--- src/rtl/adder_rr_scheduler_pkg.sv ---
// rtl/adder_rr_scheduler_pkg.sv - shared types and width helpers for the adder scheduler
package adder_rr_scheduler_pkg;

    typedef enum logic [1:0] {
        IDLE = 2'd0,
        WAIT = 2'd1,
        RESP = 2'd2
    } state_t;

    function automatic int id_width(input int num_req);
        return (num_req <= 2) ? 1 : $clog2(num_req);
    endfunction

    // Counter must be able to hold ADD_LAT itself
    function automatic int lat_width(input int add_lat);
        return (add_lat < 1) ? 1 : $clog2(add_lat + 1);
    endfunction

endpackage

--- src/rtl/adder_rr_scheduler_if.sv ---
// rtl/adder_rr_scheduler_if.sv - request, shared-adder and response signals of the scheduler
interface adder_rr_scheduler_if #(
    parameter int NUM_REQ = 4,
    parameter int WIDTH   = 32
);
    import adder_rr_scheduler_pkg::*;
    localparam int ID_W = id_width(NUM_REQ);

    logic [NUM_REQ-1:0]       req_valid;
    logic [NUM_REQ-1:0]       req_ready;
    logic [NUM_REQ*WIDTH-1:0] req_a;
    logic [NUM_REQ*WIDTH-1:0] req_b;
    logic [NUM_REQ-1:0]       req_cin;
    logic [WIDTH-1:0]         add_a;
    logic [WIDTH-1:0]         add_b;
    logic                     add_cin;
    logic [WIDTH-1:0]         add_sum;
    logic                     add_cout;
    logic                     add_overflow;
    logic                     rsp_valid;
    logic                     rsp_ready;
    logic [ID_W-1:0]          rsp_id;
    logic [WIDTH-1:0]         rsp_sum;
    logic                     rsp_cout;
    logic                     rsp_overflow;
    logic                     busy;

    modport slave (
        input  req_valid, req_a, req_b, req_cin, add_sum, add_cout, add_overflow, rsp_ready,
        output req_ready, add_a, add_b, add_cin, rsp_valid, rsp_id, rsp_sum, rsp_cout,
               rsp_overflow, busy
    );

    modport master (
        output req_valid, req_a, req_b, req_cin, add_sum, add_cout, add_overflow, rsp_ready,
        input  req_ready, add_a, add_b, add_cin, rsp_valid, rsp_id, rsp_sum, rsp_cout,
               rsp_overflow, busy
    );

endinterface

--- src/rtl/adder_rr_scheduler_arbiter.sv ---
// rtl/adder_rr_scheduler_arbiter.sv - combinational round-robin arbiter starting at i_ptr
module rr_arbiter
    import adder_rr_scheduler_pkg::*;
#(
    parameter  int NUM_REQ = 4,
    localparam int ID_W    = id_width(NUM_REQ)
) (
    input  logic [NUM_REQ-1:0] i_req,
    input  logic [ID_W-1:0]    i_ptr,
    input  logic               i_en,
    output logic [NUM_REQ-1:0] o_grant,
    output logic [ID_W-1:0]    o_idx,
    output logic               o_any
);

    logic [ID_W-1:0] w_cand;

    // Scan farthest-first so the candidate closest to i_ptr is written last and wins
    always_comb begin
        o_grant = '0;
        o_idx   = '0;
        o_any   = 1'b0;
        w_cand  = '0;
        for (int k = NUM_REQ - 1; k >= 0; k--) begin
            w_cand = ID_W'((int'(i_ptr) + k) % NUM_REQ);
            if (i_en && i_req[w_cand]) begin
                o_grant         = '0;
                o_grant[w_cand] = 1'b1;
                o_idx           = w_cand;
                o_any           = 1'b1;
            end
        end
    end

endmodule

--- src/rtl/adder_rr_scheduler.sv ---
// rtl/adder_rr_scheduler.sv - round-robin sharing of one clocked adder among NUM_REQ requesters
module adder_rr_scheduler
    import adder_rr_scheduler_pkg::*;
#(
    parameter int NUM_REQ = 4,
    parameter int WIDTH   = 32,
    parameter int ADD_LAT = 1
) (
    input  logic                clk,
    input  logic                rst_n,
    adder_rr_scheduler_if.slave bus
);

    localparam int ID_W  = id_width(NUM_REQ);
    localparam int LAT_W = lat_width(ADD_LAT);

    state_t             r_state;
    state_t             w_state_nxt;
    logic [ID_W-1:0]    r_ptr;
    logic [ID_W-1:0]    r_id;
    logic [LAT_W-1:0]   r_cnt;
    logic [WIDTH-1:0]   r_a;
    logic [WIDTH-1:0]   r_b;
    logic               r_cin;
    logic [WIDTH-1:0]   r_sum;
    logic               r_cout;
    logic               r_ovf;
    logic               r_rsp_valid;
    logic [NUM_REQ-1:0] w_grant;
    logic [ID_W-1:0]    w_idx;
    logic               w_accept;

    rr_arbiter #(.NUM_REQ(NUM_REQ)) u_arb (
        .i_req   (bus.req_valid),
        .i_ptr   (r_ptr),
        .i_en    (r_state == IDLE),
        .o_grant (w_grant),
        .o_idx   (w_idx),
        .o_any   (w_accept)
    );

    always_comb begin
        w_state_nxt = r_state;
        case (r_state)
            IDLE:    if (w_accept)       w_state_nxt = WAIT;
            WAIT:    if (r_cnt == '0)    w_state_nxt = RESP;
            RESP:    if (bus.rsp_ready)  w_state_nxt = IDLE;
            default:                     w_state_nxt = IDLE;
        endcase
    end

    always_ff @(posedge clk or negedge rst_n) begin
        if (!rst_n) begin
            r_state     <= IDLE;
            r_ptr       <= '0;
            r_id        <= '0;
            r_cnt       <= '0;
            r_a         <= '0;
            r_b         <= '0;
            r_cin       <= 1'b0;
            r_sum       <= '0;
            r_cout      <= 1'b0;
            r_ovf       <= 1'b0;
            r_rsp_valid <= 1'b0;
        end else begin
            r_state <= w_state_nxt;
            case (r_state)
                IDLE: begin
                    if (w_accept) begin
                        r_a   <= bus.req_a[w_idx*WIDTH +: WIDTH];
                        r_b   <= bus.req_b[w_idx*WIDTH +: WIDTH];
                        r_cin <= bus.req_cin[w_idx];
                        r_id  <= w_idx;
                        r_ptr <= (w_idx == ID_W'(NUM_REQ - 1)) ? '0 : w_idx + 1'b1;
                        // The adder only samples add_* on the edge after accept, hence ADD_LAT not ADD_LAT-1
                        r_cnt <= LAT_W'(ADD_LAT);
                    end
                end
                WAIT: begin
                    if (r_cnt != '0) begin
                        r_cnt <= r_cnt - 1'b1;
                    end else begin
                        r_sum       <= bus.add_sum;
                        r_cout      <= bus.add_cout;
                        r_ovf       <= bus.add_overflow;
                        r_rsp_valid <= 1'b1;
                    end
                end
                RESP: begin
                    if (bus.rsp_ready) r_rsp_valid <= 1'b0;
                end
                default: r_rsp_valid <= 1'b0;
            endcase
        end
    end

    assign bus.req_ready    = w_grant;
    assign bus.add_a        = r_a;
    assign bus.add_b        = r_b;
    assign bus.add_cin      = r_cin;
    assign bus.rsp_valid    = r_rsp_valid;
    assign bus.rsp_id       = r_id;
    assign bus.rsp_sum      = r_sum;
    assign bus.rsp_cout     = r_cout;
    assign bus.rsp_overflow = r_ovf;
    assign bus.busy         = (r_state != IDLE);

endmodule

--- src/flat_wrapper.sv ---
// flat-port wrapper written by rule: the top's interface ports become plain ports
module adder_rr_scheduler_flat import adder_rr_scheduler_pkg::*;
#(
    parameter int NUM_REQ = 4,
    parameter int WIDTH   = 32,
    parameter int ADD_LAT = 1
)
  (clk, rst_n, bus_req_valid, bus_req_a, bus_req_b, bus_req_cin, bus_add_sum, bus_add_cout, bus_add_overflow, bus_rsp_ready, bus_req_ready, bus_add_a, bus_add_b, bus_add_cin, bus_rsp_valid, bus_rsp_id, bus_rsp_sum, bus_rsp_cout, bus_rsp_overflow, bus_busy);
  adder_rr_scheduler_if #(.NUM_REQ(NUM_REQ), .WIDTH(WIDTH)) bus_i ();
  input  logic clk;
  input  logic rst_n;
  input wire logic [$bits(bus_i.req_valid)-1:0] bus_req_valid;
  input wire logic [$bits(bus_i.req_a)-1:0] bus_req_a;
  input wire logic [$bits(bus_i.req_b)-1:0] bus_req_b;
  input wire logic [$bits(bus_i.req_cin)-1:0] bus_req_cin;
  input wire logic [$bits(bus_i.add_sum)-1:0] bus_add_sum;
  input wire logic [$bits(bus_i.add_cout)-1:0] bus_add_cout;
  input wire logic [$bits(bus_i.add_overflow)-1:0] bus_add_overflow;
  input wire logic [$bits(bus_i.rsp_ready)-1:0] bus_rsp_ready;
  output wire logic [$bits(bus_i.req_ready)-1:0] bus_req_ready;
  output wire logic [$bits(bus_i.add_a)-1:0] bus_add_a;
  output wire logic [$bits(bus_i.add_b)-1:0] bus_add_b;
  output wire logic [$bits(bus_i.add_cin)-1:0] bus_add_cin;
  output wire logic [$bits(bus_i.rsp_valid)-1:0] bus_rsp_valid;
  output wire logic [$bits(bus_i.rsp_id)-1:0] bus_rsp_id;
  output wire logic [$bits(bus_i.rsp_sum)-1:0] bus_rsp_sum;
  output wire logic [$bits(bus_i.rsp_cout)-1:0] bus_rsp_cout;
  output wire logic [$bits(bus_i.rsp_overflow)-1:0] bus_rsp_overflow;
  output wire logic [$bits(bus_i.busy)-1:0] bus_busy;
  assign bus_i.req_valid = bus_req_valid;
  assign bus_i.req_a = bus_req_a;
  assign bus_i.req_b = bus_req_b;
  assign bus_i.req_cin = bus_req_cin;
  assign bus_i.add_sum = bus_add_sum;
  assign bus_i.add_cout = bus_add_cout;
  assign bus_i.add_overflow = bus_add_overflow;
  assign bus_i.rsp_ready = bus_rsp_ready;
  assign bus_req_ready = bus_i.req_ready;
  assign bus_add_a = bus_i.add_a;
  assign bus_add_b = bus_i.add_b;
  assign bus_add_cin = bus_i.add_cin;
  assign bus_rsp_valid = bus_i.rsp_valid;
  assign bus_rsp_id = bus_i.rsp_id;
  assign bus_rsp_sum = bus_i.rsp_sum;
  assign bus_rsp_cout = bus_i.rsp_cout;
  assign bus_rsp_overflow = bus_i.rsp_overflow;
  assign bus_busy = bus_i.busy;
  adder_rr_scheduler #(.NUM_REQ(NUM_REQ), .WIDTH(WIDTH), .ADD_LAT(ADD_LAT)) u_core (.clk(clk), .rst_n(rst_n), .bus(bus_i));
endmodule
--- config.mk ---
export PLATFORM = sky130hd
export DESIGN_NAME = adder_rr_scheduler_flat
export DESIGN_NICKNAME = d
export VERILOG_FILES = /design/src/rtl/adder_rr_scheduler_pkg.sv /design/src/rtl/adder_rr_scheduler_if.sv /design/src/rtl/adder_rr_scheduler_arbiter.sv /design/src/rtl/adder_rr_scheduler.sv /design/src/flat_wrapper.sv
export SDC_FILE = /design/constraint.sdc
export NUM_CORES = 1
export LEC_CHECK = 0
export ABC_AREA = 1
export ABC_CLOCK_PERIOD_IN_PS = 2500
export BUFFER_PORTS_ARGS = -buffer_cell sky130_fd_sc_hd__clkbuf_2
export CAP_MARGIN = 40
export CORE_AREA = 2 2 159 161
export DETAILED_ROUTE_END_ITERATION = 16
export DIE_AREA = 0 0 161 163
export PLACE_DENSITY_LB_ADDON = 0.12
export SYNTH_ARGS = -nofsm -noshare
export SYNTH_HDL_FRONTEND = slang
export SYNTH_SLANG_ARGS = --single-unit
export TNS_END_PERCENT = 100
--- constraint.sdc ---
create_clock -name clk -period 2.5 [get_ports clk]
set_input_delay 0.5 -clock clk [delete_from_list [all_inputs] [get_ports clk]]
set_output_delay 0.5 -clock clk [all_outputs]
set_load 0.03 [all_outputs]
==> summary.txt, run 1 <==
Clock Pin Slew Worst Setup and Hold Paths: 0.08 ns
Logic pwr share: 74.2%
Slew @ Worst Pin: 0.478 ns
Vias/cell: 4.52
initial antenna violation count: 0
Reg power frac: 17.5%
Placer Congestion: 0.867
CTS tree: built
Slew Viols, Final: 0
CTS Buffer Depth: 2
die height: 163 microns
Clk network pwr share: 8.3%
Top Layer Used: met4
Mean Syn Cell Area: 6.50 sq um
synth top area cells: dfrtp_1 (36%), nand2_1 (32%), nand3_1 (9.6%), mux2_2 (5.2%), inv_1 (3.9%)
status: finished with violations
I/O Pins: 408
die area: 26200 sq um
Pwr Density: 1760 nW/um^2
sequential area share after synthesis: 36.4%
top-area cell type share of the netlist area: 36.4%
Reg2Reg Setup Slack: 0.17 ns
count of final setup violators: 1
first-pass GRT wire length: 41300 microns
HPWL after DPL: 19200 microns
CP arrival: 2.03 ns
drt wl/cell: 14.7 microns
worst r2r src: u_core.r_ptr[0]$_DFFE_PN0P_
peak supply drop: 0.00117 V
H-tree depth: 3
Vias: 8347
buffers plus inverters on the worst setup path: 3
Detail Route Antenna Nets: 0
hold_buf cts: 0
maxcap violations: 0
EDFF count, synth: 0
pre-CTS setup slack: 0.128 ns
slew margin rel.: 68.2%
CP Launch Point: u_core.r_ptr[0]$_DFFE_PN0P_
yosys warns: 0
M1 WL: 11400 microns
Setup Skew: 0.0127 ns
total net switching power: 10.3 mW
critical path's top delay family: flip-flops
design area: 10400 sq um
dominant cell type by area after synthesis: dfrtp_1
CTS Buf Count: 9
most common cell in the netlist: nand2_1
Post-Syn Area: 7370 sq um
Slowest-stage cell, CP: dfrtp_2
total power: 18.3 mW
Critical Path End Type: output port
Routed Wire Length: 27100 microns
failing checks: setup timing
Iter 0 DRT Violations: 479
crit share post-route: 101%
ys flop type: dfrtp_1
Total GRT Usage: 19.7%
Die Span X: 161 microns
drt pass-1 iters: 4
fillers: 2728
crit-path cells: inv_4 -> ha_4 -> inv_4 -> nand3_4 -> nand3_4 -> nand2_4 -> o22ai_1 -> a31oi_1 -> o21ai_1 -> buf_4
largest net degree at the start of global routing: 67
Switching Share: 56.2%
commonest cells in the netlist: nand2_1 (627), nand3_1 (142), dfrtp_1 (107)
multi-input logic area: 4140 sq um
Yosys reg bits: 107
vias in the first global route: 8113
reg2reg end: u_core.r_ptr[1]$_DFFE_PN0P_
LEAKAGE: 6.32 nW
area grow syn2layout: 40.9%
clock root cell: clkbuf_16
row count: 58
Internal: 8.00 mW
Syn Nets: 1443
biggest cell delay along the critical path: 0.40 ns
Cells after Synth: 1133
fin worst setup slack: -0.0327 ns
met2 wire length: 13800 microns
Final Hold Viols: 0
Worst Path Required: 2.00 ns
Final Hold Slack: 0.0607 ns
Worst Setup Start Kind: flip-flop
Setup CP Type: flip-flop to output port
Min-Delay Path Class: input port to asynchronous set/reset pin
core area: 24700 sq um
Register Area: 2680 sq um
cells on worst reg2reg path: 13
worst skew pair latency: 0.37 ns
routed wl met3: 1420 microns
Post-DP Area: 9770 sq um
ys async rst share: 100%
unrepaired setup endpoints after global routing: true
gr ovfl total: 0
antenna diode count: 0
layout net count: 1822
Critical Path Fanout Max: 8
layout cells sized above 1: 34.7%
Sink Count: 107
PortBufs: 407
setup TNS: -0.0327 ns
max frequency: 395 MHz
min cycle time layout: 2.53 ns
Distinct cells, synth: 27
Initial Util: 29.9%
DRC violation count after routing: 0
[cell type report]
type / instances / area share (%)
Inverter: 80 / 2.97
Sequential cell: 107 / 25.8
Multi-Input combinational cell: 873 / 39.9
Clock buffer: 9 / 2.17
Clock inverter: 7 / 0.856
Timing Repair Buffer: 441 / 24.4
Tap cell: 330 / 3.98
[how the worst max path moves through the flow]
stage / end / slack, ns / depth (start not counted)
2_1_floorplan: u_core.r_ptr[1]$_DFFE_PN0P_ / 0.04 / 16
3_3_place_gp: u_core.r_ptr[1]$_DFFE_PN0P_ / 0.18 / 13
3_5_place_dp: u_core.bus.add_a[22]$_DFFE_PN0P_ / 0.13 / 16
4_1_cts: bus_req_ready[0] / -0.04 / 10
5_1_grt: bus_req_ready[2] / -0.12 / 12
6_report: bus_req_ready[3] / -0.03 / 10
[kinds of logic after synthesis]
logic type / count (synthesis) / share of synthesized area [%]
fa+ha+maj: 9 / 1.53
simple gates: 814 / 46.1
flops: 107 / 36.4
mux: 34 / 5.20
compound gates: 16 / 1.31
buf+inv: 153 / 9.53
[power by group through the flow]
| stage | Combinational [mW] | Clock [mW] | Sequential (mW) |
|---|---|---|---|
| floorplan | 7.80 | 0 | 4.82 |
| global placement | 12.9 | 0 | 3.20 |
| detailed placement | 12.9 | 0 | 3.21 |
| CTS | 13.2 | 1.59 | 3.20 |
| global route | 15.2 | 1.64 | 3.31 |
| finish | 13.6 | 1.52 | 3.20 |
[metrics by stage]
step	util, %	instances
floorplan	-	1133
global placement	39.6	1819
detailed placement	39.6	1819
CTS	41.5	1843
global route	42.1	1847
finish	42.1	1847
[registers in the layout (all words and copies together) (netlist names)]
register	count
u_core.bus.add_b	32
u_core.bus.add_cin	1
u_core.bus.rsp_overflow	1
u_core.r_ptr	2
u_core.bus.rsp_id	2
u_core.bus.add_a	32
u_core.bus.rsp_valid	1
u_core.r_cnt	1
u_core.bus.rsp_sum	32
u_core.r_state	2
u_core.bus.rsp_cout	1
[per-layer routing]
layer | vias up | GRT usage, %
li1 | 4270 | -
met1 | 3784 | 23.5
met2 | 257 | 35.8
met3 | 36 | 3.77
met4 | 0 | 5.88
met5 | - | 0
[placed cells by master, fill, tap and decap left out, types with 2 or more instances in the layout]
cell type	count
nand3b_1	29
inv_2	3
a31oi_2	2
buf_12	10
buf_6	4
inv_8	2
nand2_2	3
inv_1	74
clkbuf_2	402
buf_16	2
o21ai_1	3
nand2_1	626
nand3_4	2
mux2_2	34
clkbuf_16	11
nor2_4	3
o22ai_2	2
nand3_2	5
buf_4	20
nand3_1	136
inv_4	3
nand2_4	4
clkinv_8	2
dfrtp_1	106
ha_1	8
o22ai_1	2
o21ai_0	3
[timing repair]
action / 4_1_cts / 5_1_grt
endpoints found under the setup margin: 4 / 29
pin swaps: 8 / 8
hold endpoints to repair: 0 / 0
buffers inserted: 8 / 2
cloned: 0 / 2
gates resized for setup: 23 / 18
(Power assumes the default switching activity.)
==> inputs of run 2 (changes only) <==
--- a/config.mk
+++ b/config.mk
@@ -12,7 +12,7 @@
 export CORE_AREA = 2 2 159 161
 export DETAILED_ROUTE_END_ITERATION = 16
 export DIE_AREA = 0 0 161 163
-export PLACE_DENSITY_LB_ADDON = 0.12
+export PLACE_DENSITY_LB_ADDON = 0.25
 export SYNTH_ARGS = -nofsm -noshare
 export SYNTH_HDL_FRONTEND = slang
 export SYNTH_SLANG_ARGS = --single-unit
==> run 2 against run 1 <==
  * Cell count unchanged
  * Clock skew increased by 0.0031 ns
  * Die area unchanged
  * Via count decreased by 0.47%
  * Combinational power about the same
  * Highest routed layer unchanged
  * Critical path type unchanged
  * Largest power group unchanged
  * Maximum frequency increased by 1.3%
  * Flip-flop and latch count unchanged
  * Sequential share of layout area increased by 0.14 points
  * The run still ends with setup timing left
==> summary.txt, run 2 (synthesis gave the netlist of run 1 again) <==
drt pass-1 iters: 6
core area: 24700 sq um
Reg power frac: 17.8%
Register Area: 2680 sq um
CTS tree: built
Sink Count: 107
fillers: 2695
area grow syn2layout: 40.1%
I/O Pins: 408
CTS Buffer Depth: 2
slew margin rel.: 59.6%
Placer Congestion: 0.898
fin worst setup slack: -0.000669 ns
Pwr Density: 1750 nW/um^2
Reg2Reg Setup Slack: 0.20 ns
peak supply drop: 0.000975 V
routing usage on met1: 24.1%
CP arrival: 2.00 ns
Internal: 7.98 mW
min cycle time layout: 2.50 ns
most frequent cells in the layout: nand2_1 (624), clkbuf_2 (402), nand3_1 (138), dfrtp_1 (106), inv_1 (74)
Switching Share: 55.7%
Clk network pwr share: 8.4%
die height: 163 microns
die area: 26200 sq um
multi-input logic area: 4110 sq um
Setup Skew: 0.0159 ns
cells on worst reg2reg path: 17
Slew @ Worst Pin: 0.606 ns
most used routing layer: met2
Detail Route Antenna Nets: 0
layout cells sized above 1: 34.5%
drt wl/cell: 14.0 microns
LEAKAGE: 6.30 nW
reg2reg end: u_core.bus.add_a[15]$_DFFE_PN0P_
worst r2r src: u_core.r_ptr[0]$_DFFE_PN0P_
Setup CP Type: flip-flop to output port
Final Hold Viols: 0
Worst Setup EP: bus_req_ready[2]
count of final setup violators: 1
Final Hold Slack: 0.127 ns
commonest non-fill, non-tap cell in the layout: nand2_1
Routed Wire Length: 25900 microns
Worst Path Required: 2.00 ns
Total GRT Usage: 19.3%
Min-Delay Path Class: input port to asynchronous set/reset pin
layout net count: 1822
Critical Path Fanout Max: 7
antenna diode count: 0
Slew Viols, Final: 0
vias in the first global route: 7892
max frequency: 400 MHz
Vias/cell: 4.50
met3 usage: 3.57%
maxcap violations: 0
failing checks: setup timing
Vias: 8308
PortBufs: 407
worst skew pair latency: 0.36 ns
status: finished with violations
final non-filler cell total: 1847
setup TNS: -0.000669 ns
unrepaired setup endpoints after global routing: true
placed insts: 1823
Iter 0 DRT Violations: 482
Initial Util: 29.9%
Critical Path End Type: output port
total net switching power: 10.0 mW
first-pass GRT wire length: 40700 microns
Worst Setup Start Kind: flip-flop
HPWL after DPL: 19500 microns
Clock Pin Slew Worst Setup and Hold Paths: 0.09 ns
Logic pwr share: 73.9%
CTS Buf Count: 9
gr ovfl total: 0
DRC violation count after routing: 0
crit share post-route: 100%
GR Util met2: 34.2%
clock root cell: clkbuf_16
row count: 58
H-tree depth: 3
Die Span X: 161 microns
CP Launch Point: u_core.r_ptr[0]$_DFFE_PN0P_
initial antenna violation count: 0
largest net degree at the start of global routing: 71
run 2: cell count changes in the layout (fill, tap and decap cells not counted), sizes merged:
cell,previous run,this run
buf,37,39
clkbuf,413,411
run 2: worst min-delay path by stage:
stage | end | slack (ns)
after floorplan | u_core.bus.add_a[0]$_DFFE_PN0P_ | 0.20
after global placement | u_core.bus.add_b[16]$_DFFE_PN0P_ | 0.46
after detailed placement | u_core.bus.add_a[24]$_DFFE_PN0P_ | 0.46
after CTS | u_core.bus.add_b[25]$_DFFE_PN0P_ | 0.16
after global routing | u_core.bus.add_b[25]$_DFFE_PN0P_ | 0.16
final | u_core.bus.add_b[25]$_DFFE_PN0P_ | 0.13
run 2: layout make-up:
class	count	area share, %
multi-input cells	873	39.8
flip-flops and latches	107	26.0
repair buffers	441	24.2
well taps	330	4.00
inverters	80	2.96
clock buffers	9	2.18
clock inverters	7	0.861
run 2: worst max-delay path: stages (launching register included):
cell and delay (ns):
dfrtp_2 0.37, inv_2 0.05, ha_4 0.31, inv_4 0.05
nand3_4 0.06, nand3_4 0.15, nand2_4 0.12, inv_4 0.05
nand3_2 0.07, o221ai_2 0.09, o21ai_1 0.13, inv_1 0.08
buf_8 0.14
run 2: per-layer routing:
layer,wire length (microns),up-vias
met5,0,-
met4,570,0
met3,1540,33
met2,12800,270
met1,11000,3737
li1,-,4268
run 2: power groups by stage:
stage / sequential, mW / combinational (mW) / clock (mW)
detailed placement: 3.22 / 13.1 / 0
CTS: 3.20 / 13.3 / 1.56
global placement: 3.20 / 13.1 / 0
floorplan: 4.82 / 7.80 / 0
global route: 3.31 / 15.0 / 1.63
finish: 3.20 / 13.3 / 1.51
run 2: metrics by stage:
step / power, mW / instance area [sq um] / setup slack (ns) / util [%]
global route: 20.0 / 10300 / -0.0841 / 41.8
floorplan: 12.6 / 7380 / 0.0404 / -
global placement: 16.3 / 9830 / 0.174 / 39.8
detailed placement: 16.3 / 9830 / 0.144 / 39.8
CTS: 18.0 / 10200 / 0.0125 / 41.3
finish: 18.0 / 10300 / -0.000669 / 41.8
run 2: repair_timing:
item	4_1_cts	5_1_grt
endpoints found under the setup margin	4	27
buffers inserted	2	6
gates resized for setup	13	22
hold buffers	0	0
pin swaps	4	6
gates cloned	0	0
==> inputs of run 3 (changes only) <==
--- a/config.mk
+++ b/config.mk
@@ -5,13 +5,12 @@
 export SDC_FILE = /design/constraint.sdc
 export NUM_CORES = 1
 export LEC_CHECK = 0
-export ABC_AREA = 1
 export ABC_CLOCK_PERIOD_IN_PS = 2500
 export BUFFER_PORTS_ARGS = -buffer_cell sky130_fd_sc_hd__clkbuf_2
 export CAP_MARGIN = 40
-export CORE_AREA = 2 2 159 161
+export CORE_AREA = 2 2 161 163
 export DETAILED_ROUTE_END_ITERATION = 16
-export DIE_AREA = 0 0 161 163
+export DIE_AREA = 0 0 163 165
 export PLACE_DENSITY_LB_ADDON = 0.25
 export SYNTH_ARGS = -nofsm -noshare
 export SYNTH_HDL_FRONTEND = slang
==> run 3 against run 2 <==
  * The run still ends with setup timing left
  * Register-to-register slack got worse by 0.57 ns
  * Clock-buffer cell count is the same
  * Worst setup slack worse by 0.43 ns
  * First-iteration DRC count grew 61%
  * Die area is 2.5% higher
  * Design area increased by 23%
  * Clock power rose by 5%
  * Largest power group unchanged
  * Maximum frequency down 15%
  * Wire length grew 42%
  * Synthesized cell count shrank 12%
  * Combinational power increased by 16%
==> summary.txt, run 3 <==
status: finished with violations
failing checks: setup timing
Initial Util: 33.5%
setup TNS: -22.24 ns
LEAKAGE: 5.27 nW
DRC violation count after routing: 0
Syn Nets: 1305
Worst Setup Start Kind: flip-flop
max frequency: 342 MHz
drt wl/cell: 21.2 microns
Total GRT Usage: 26.4%
pre-CTS setup slack: -0.126 ns
Yosys reg bits: 107
die area: 26900 sq um
Pwr Density: 1590 nW/um^2
most common cell in the netlist: o21ai_0
die height: 165 microns
antenna diode count: 0
CP arrival: 2.43 ns
dominant cell type by area after synthesis: dfrtp_1
final non-filler cell total: 1744
Vias/cell: 5.75
Slowest-stage cell, CP: dfrtp_2
count of final setup violators: 72
Slew Viols, Final: 0
CTS Buf Count: 9
Setup CP Type: flip-flop to output port
biggest cell delay along the critical path: 0.45 ns
Min-Delay Path Class: input port to asynchronous set/reset pin
Iter 0 DRT Violations: 776
core area: 25000 sq um
vias in the first global route: 9846
EDFF count, synth: 0
worst r2r src: u_core.r_ptr[0]$_DFFE_PN0P_
worst skew pair latency: 0.37 ns
hold_buf cts: 0
Sink Count: 107
placed insts: 1700
layout cells sized above 1: 51.6%
initial antenna violation count: 0
largest net degree at the start of global routing: 73
Detail Route Antenna Nets: 0
Slew @ Worst Pin: 0.600 ns
peak supply drop: 0.00103 V
most frequent cells in the layout: clkbuf_2 (402), dfrtp_1 (106), o21ai_0 (103), nor2_1 (74), nand2_1 (71)
Reg2Reg Setup Slack: -0.37 ns
Critical Path End Type: output port
area grow syn2layout: 51.5%
Clk network pwr share: 7.8%
layout net count: 1719
Mean Syn Cell Area: 8.43 sq um
Critical Path Fanout Max: 5
maxcap violations: 0
Clock Pin Slew Worst Setup and Hold Paths: 0.10 ns
I/O Pins: 408
Post-Syn Area: 8390 sq um
Routed Wire Length: 36900 microns
Internal: 9.58 mW
HPWL after DPL: 24400 microns
CTS Buffer Depth: 2
slew margin rel.: 60.0%
fin worst setup slack: -0.427 ns
crit-path cells: inv_6 -> ha_4 -> buf_4 -> mux2i_1 -> nor2_1 -> a21oi_1 -> buf_4 -> nor4_4 -> a221oi_2 -> a21oi_2 -> clkbuf_8
Placer Congestion: 0.863
Distinct cells, synth: 47
CTS tree: built
reg2reg end: u_core.r_ptr[1]$_DFFE_PN0P_
PortBufs: 407
drt pass-1 iters: 6
Switching Share: 52.6%
Worst Path Required: 2.00 ns
Die Span X: 163 microns
ys flop type: dfrtp_1
clock root cell: clkbuf_16
Logic pwr share: 76.2%
yosys warns: 0
min cycle time layout: 2.93 ns
commonest cells in the netlist: o21ai_0 (120), dfrtp_1 (107), o21ai_1 (80)
Reg power frac: 16.0%
gr ovfl total: 0
cells on worst reg2reg path: 13
cell mode on critical path: buf_4
commonest non-fill, non-tap cell in the layout: clkbuf_2
Cells after Synth: 995
ys async rst share: 100%
H-tree depth: 3
sequential area share after synthesis: 31.9%
Final Hold Viols: 0
unrepaired setup endpoints after global routing: true
top-area cell type share of the netlist area: 31.9%
first-pass GRT wire length: 55400 microns
row count: 58
synth top area cells: dfrtp_1 (32%), mux2i_1 (8.4%), o21ai_0 (7.2%), o221ai_1 (6.8%), a211oi_1 (5.9%)
Vias: 10000
total net switching power: 10.6 mW
Setup Skew: 0.0153 ns
crit share post-route: 117%
## run 3: changes by cell type after synthesis, moves of 66 or more
cell | previous run | this run
o21ai_0 | 7 | 120
a211oi_1 | 0 | 66
nand2_1 | 627 | 72
mux2i_1 | 0 | 70
nor2_1 | 2 | 76
nor3_1 | 1 | 67
inv_1 | 76 | 4
nand3_1 | 142 | 0
o21ai_1 | 0 | 80
## run 3: worst max-delay path by stage
stage / endpoint / startpoint / slack (ns) / depth (start not counted)
2_1_floorplan: u_core.r_ptr[1]$_DFFE_PN0P_ / u_core.r_ptr[0]$_DFFE_PN0P_ / -0.67 / 14
3_3_place_gp: bus_req_ready[0] / u_core.r_ptr[0]$_DFFE_PN0P_ / -0.08 / 8
3_5_place_dp: bus_req_ready[1] / u_core.r_ptr[0]$_DFFE_PN0P_ / -0.13 / 8
4_1_cts: bus_req_ready[1] / u_core.r_ptr[0]$_DFFE_PN0P_ / -0.45 / 8
5_1_grt: bus_req_ready[3] / u_core.r_ptr[0]$_DFFE_PN0P_ / -0.54 / 11
6_report: bus_req_ready[3] / u_core.r_ptr[0]$_DFFE_PN0P_ / -0.43 / 11
## run 3: stage by stage
| step | utilization, % | cell area [sq um] | total power [mW] | hold WS, ns |
|---|---|---|---|---|
| floorplan | - | 8680 | 11.8 | 0.204 |
| global placement | 45.5 | 11400 | 15.9 | 0.464 |
| detailed placement | 45.5 | 11400 | 16.1 | 0.474 |
| CTS | 50.2 | 12600 | 20.1 | 0.112 |
| global route | 50.7 | 12700 | 21.4 | 0.127 |
| finish | 50.7 | 12700 | 20.2 | 0.111 |
## run 3: area by class of cell
class / count / area, sq um
inverter: 5 / 23.8
clock buffer: 9 / 225
sequential: 107 / 2680
fill: 2416 / 12300
clock inverter: 7 / 88.8
tap: 330 / 413
timing repair buffer: 511 / 3430
multi-input combinational: 775 / 5850
## run 3: metal layers
metal	track usage (%)	part of all wire (%)	wire, microns	vias to the layer above
met2	47.0	50	18500	494
met5	0	0	0	-
li1	-	-	-	4663
met3	5.52	7.9	2930	70
met4	8.29	2.6	960	0
met1	32.0	39	14600	4794
## run 3: cells by family (layout without fill, tap and decap cells)
group | after synthesis | in the layout | synth area share, %
flops | 107 | 107 | 31.9
simple gates | 229 | 229 | 11.8
mux | 111 | 111 | 14.0
buf+inv | 113 | 532 | 6.97
fa+ha+maj | 9 | 9 | 1.34
compound gates | 426 | 426 | 33.9
## run 3: timing repair
action | 4_1_cts | 5_1_grt
pin swaps | 39 | 29
gates cloned | 9 | 1
endpoints found under the setup margin | 71 | 75
buffers inserted | 23 | 3
resized for setup | 112 | 60
## run 3: power groups by stage
stage               Combinational [mW]  Sequential (mW)  Clock, mW
floorplan                         6.92             4.89          0
global placement                  12.7             3.23          0
detailed placement                12.8             3.26          0
CTS                               15.2             3.23       1.63
global route                      16.4             3.35       1.67
finish                            15.4             3.23       1.58
## run 3: critical path: cells and delay by family (launching register included)
family                     cells  cell delay (ns)
muxes                          1             0.13
adders and majority gates      1             0.22
DFF                            1             0.45
and+or+nand+nor                2             0.39
AOI/OAI and AO/OA              3             0.33
buffers and inverters          4             0.54
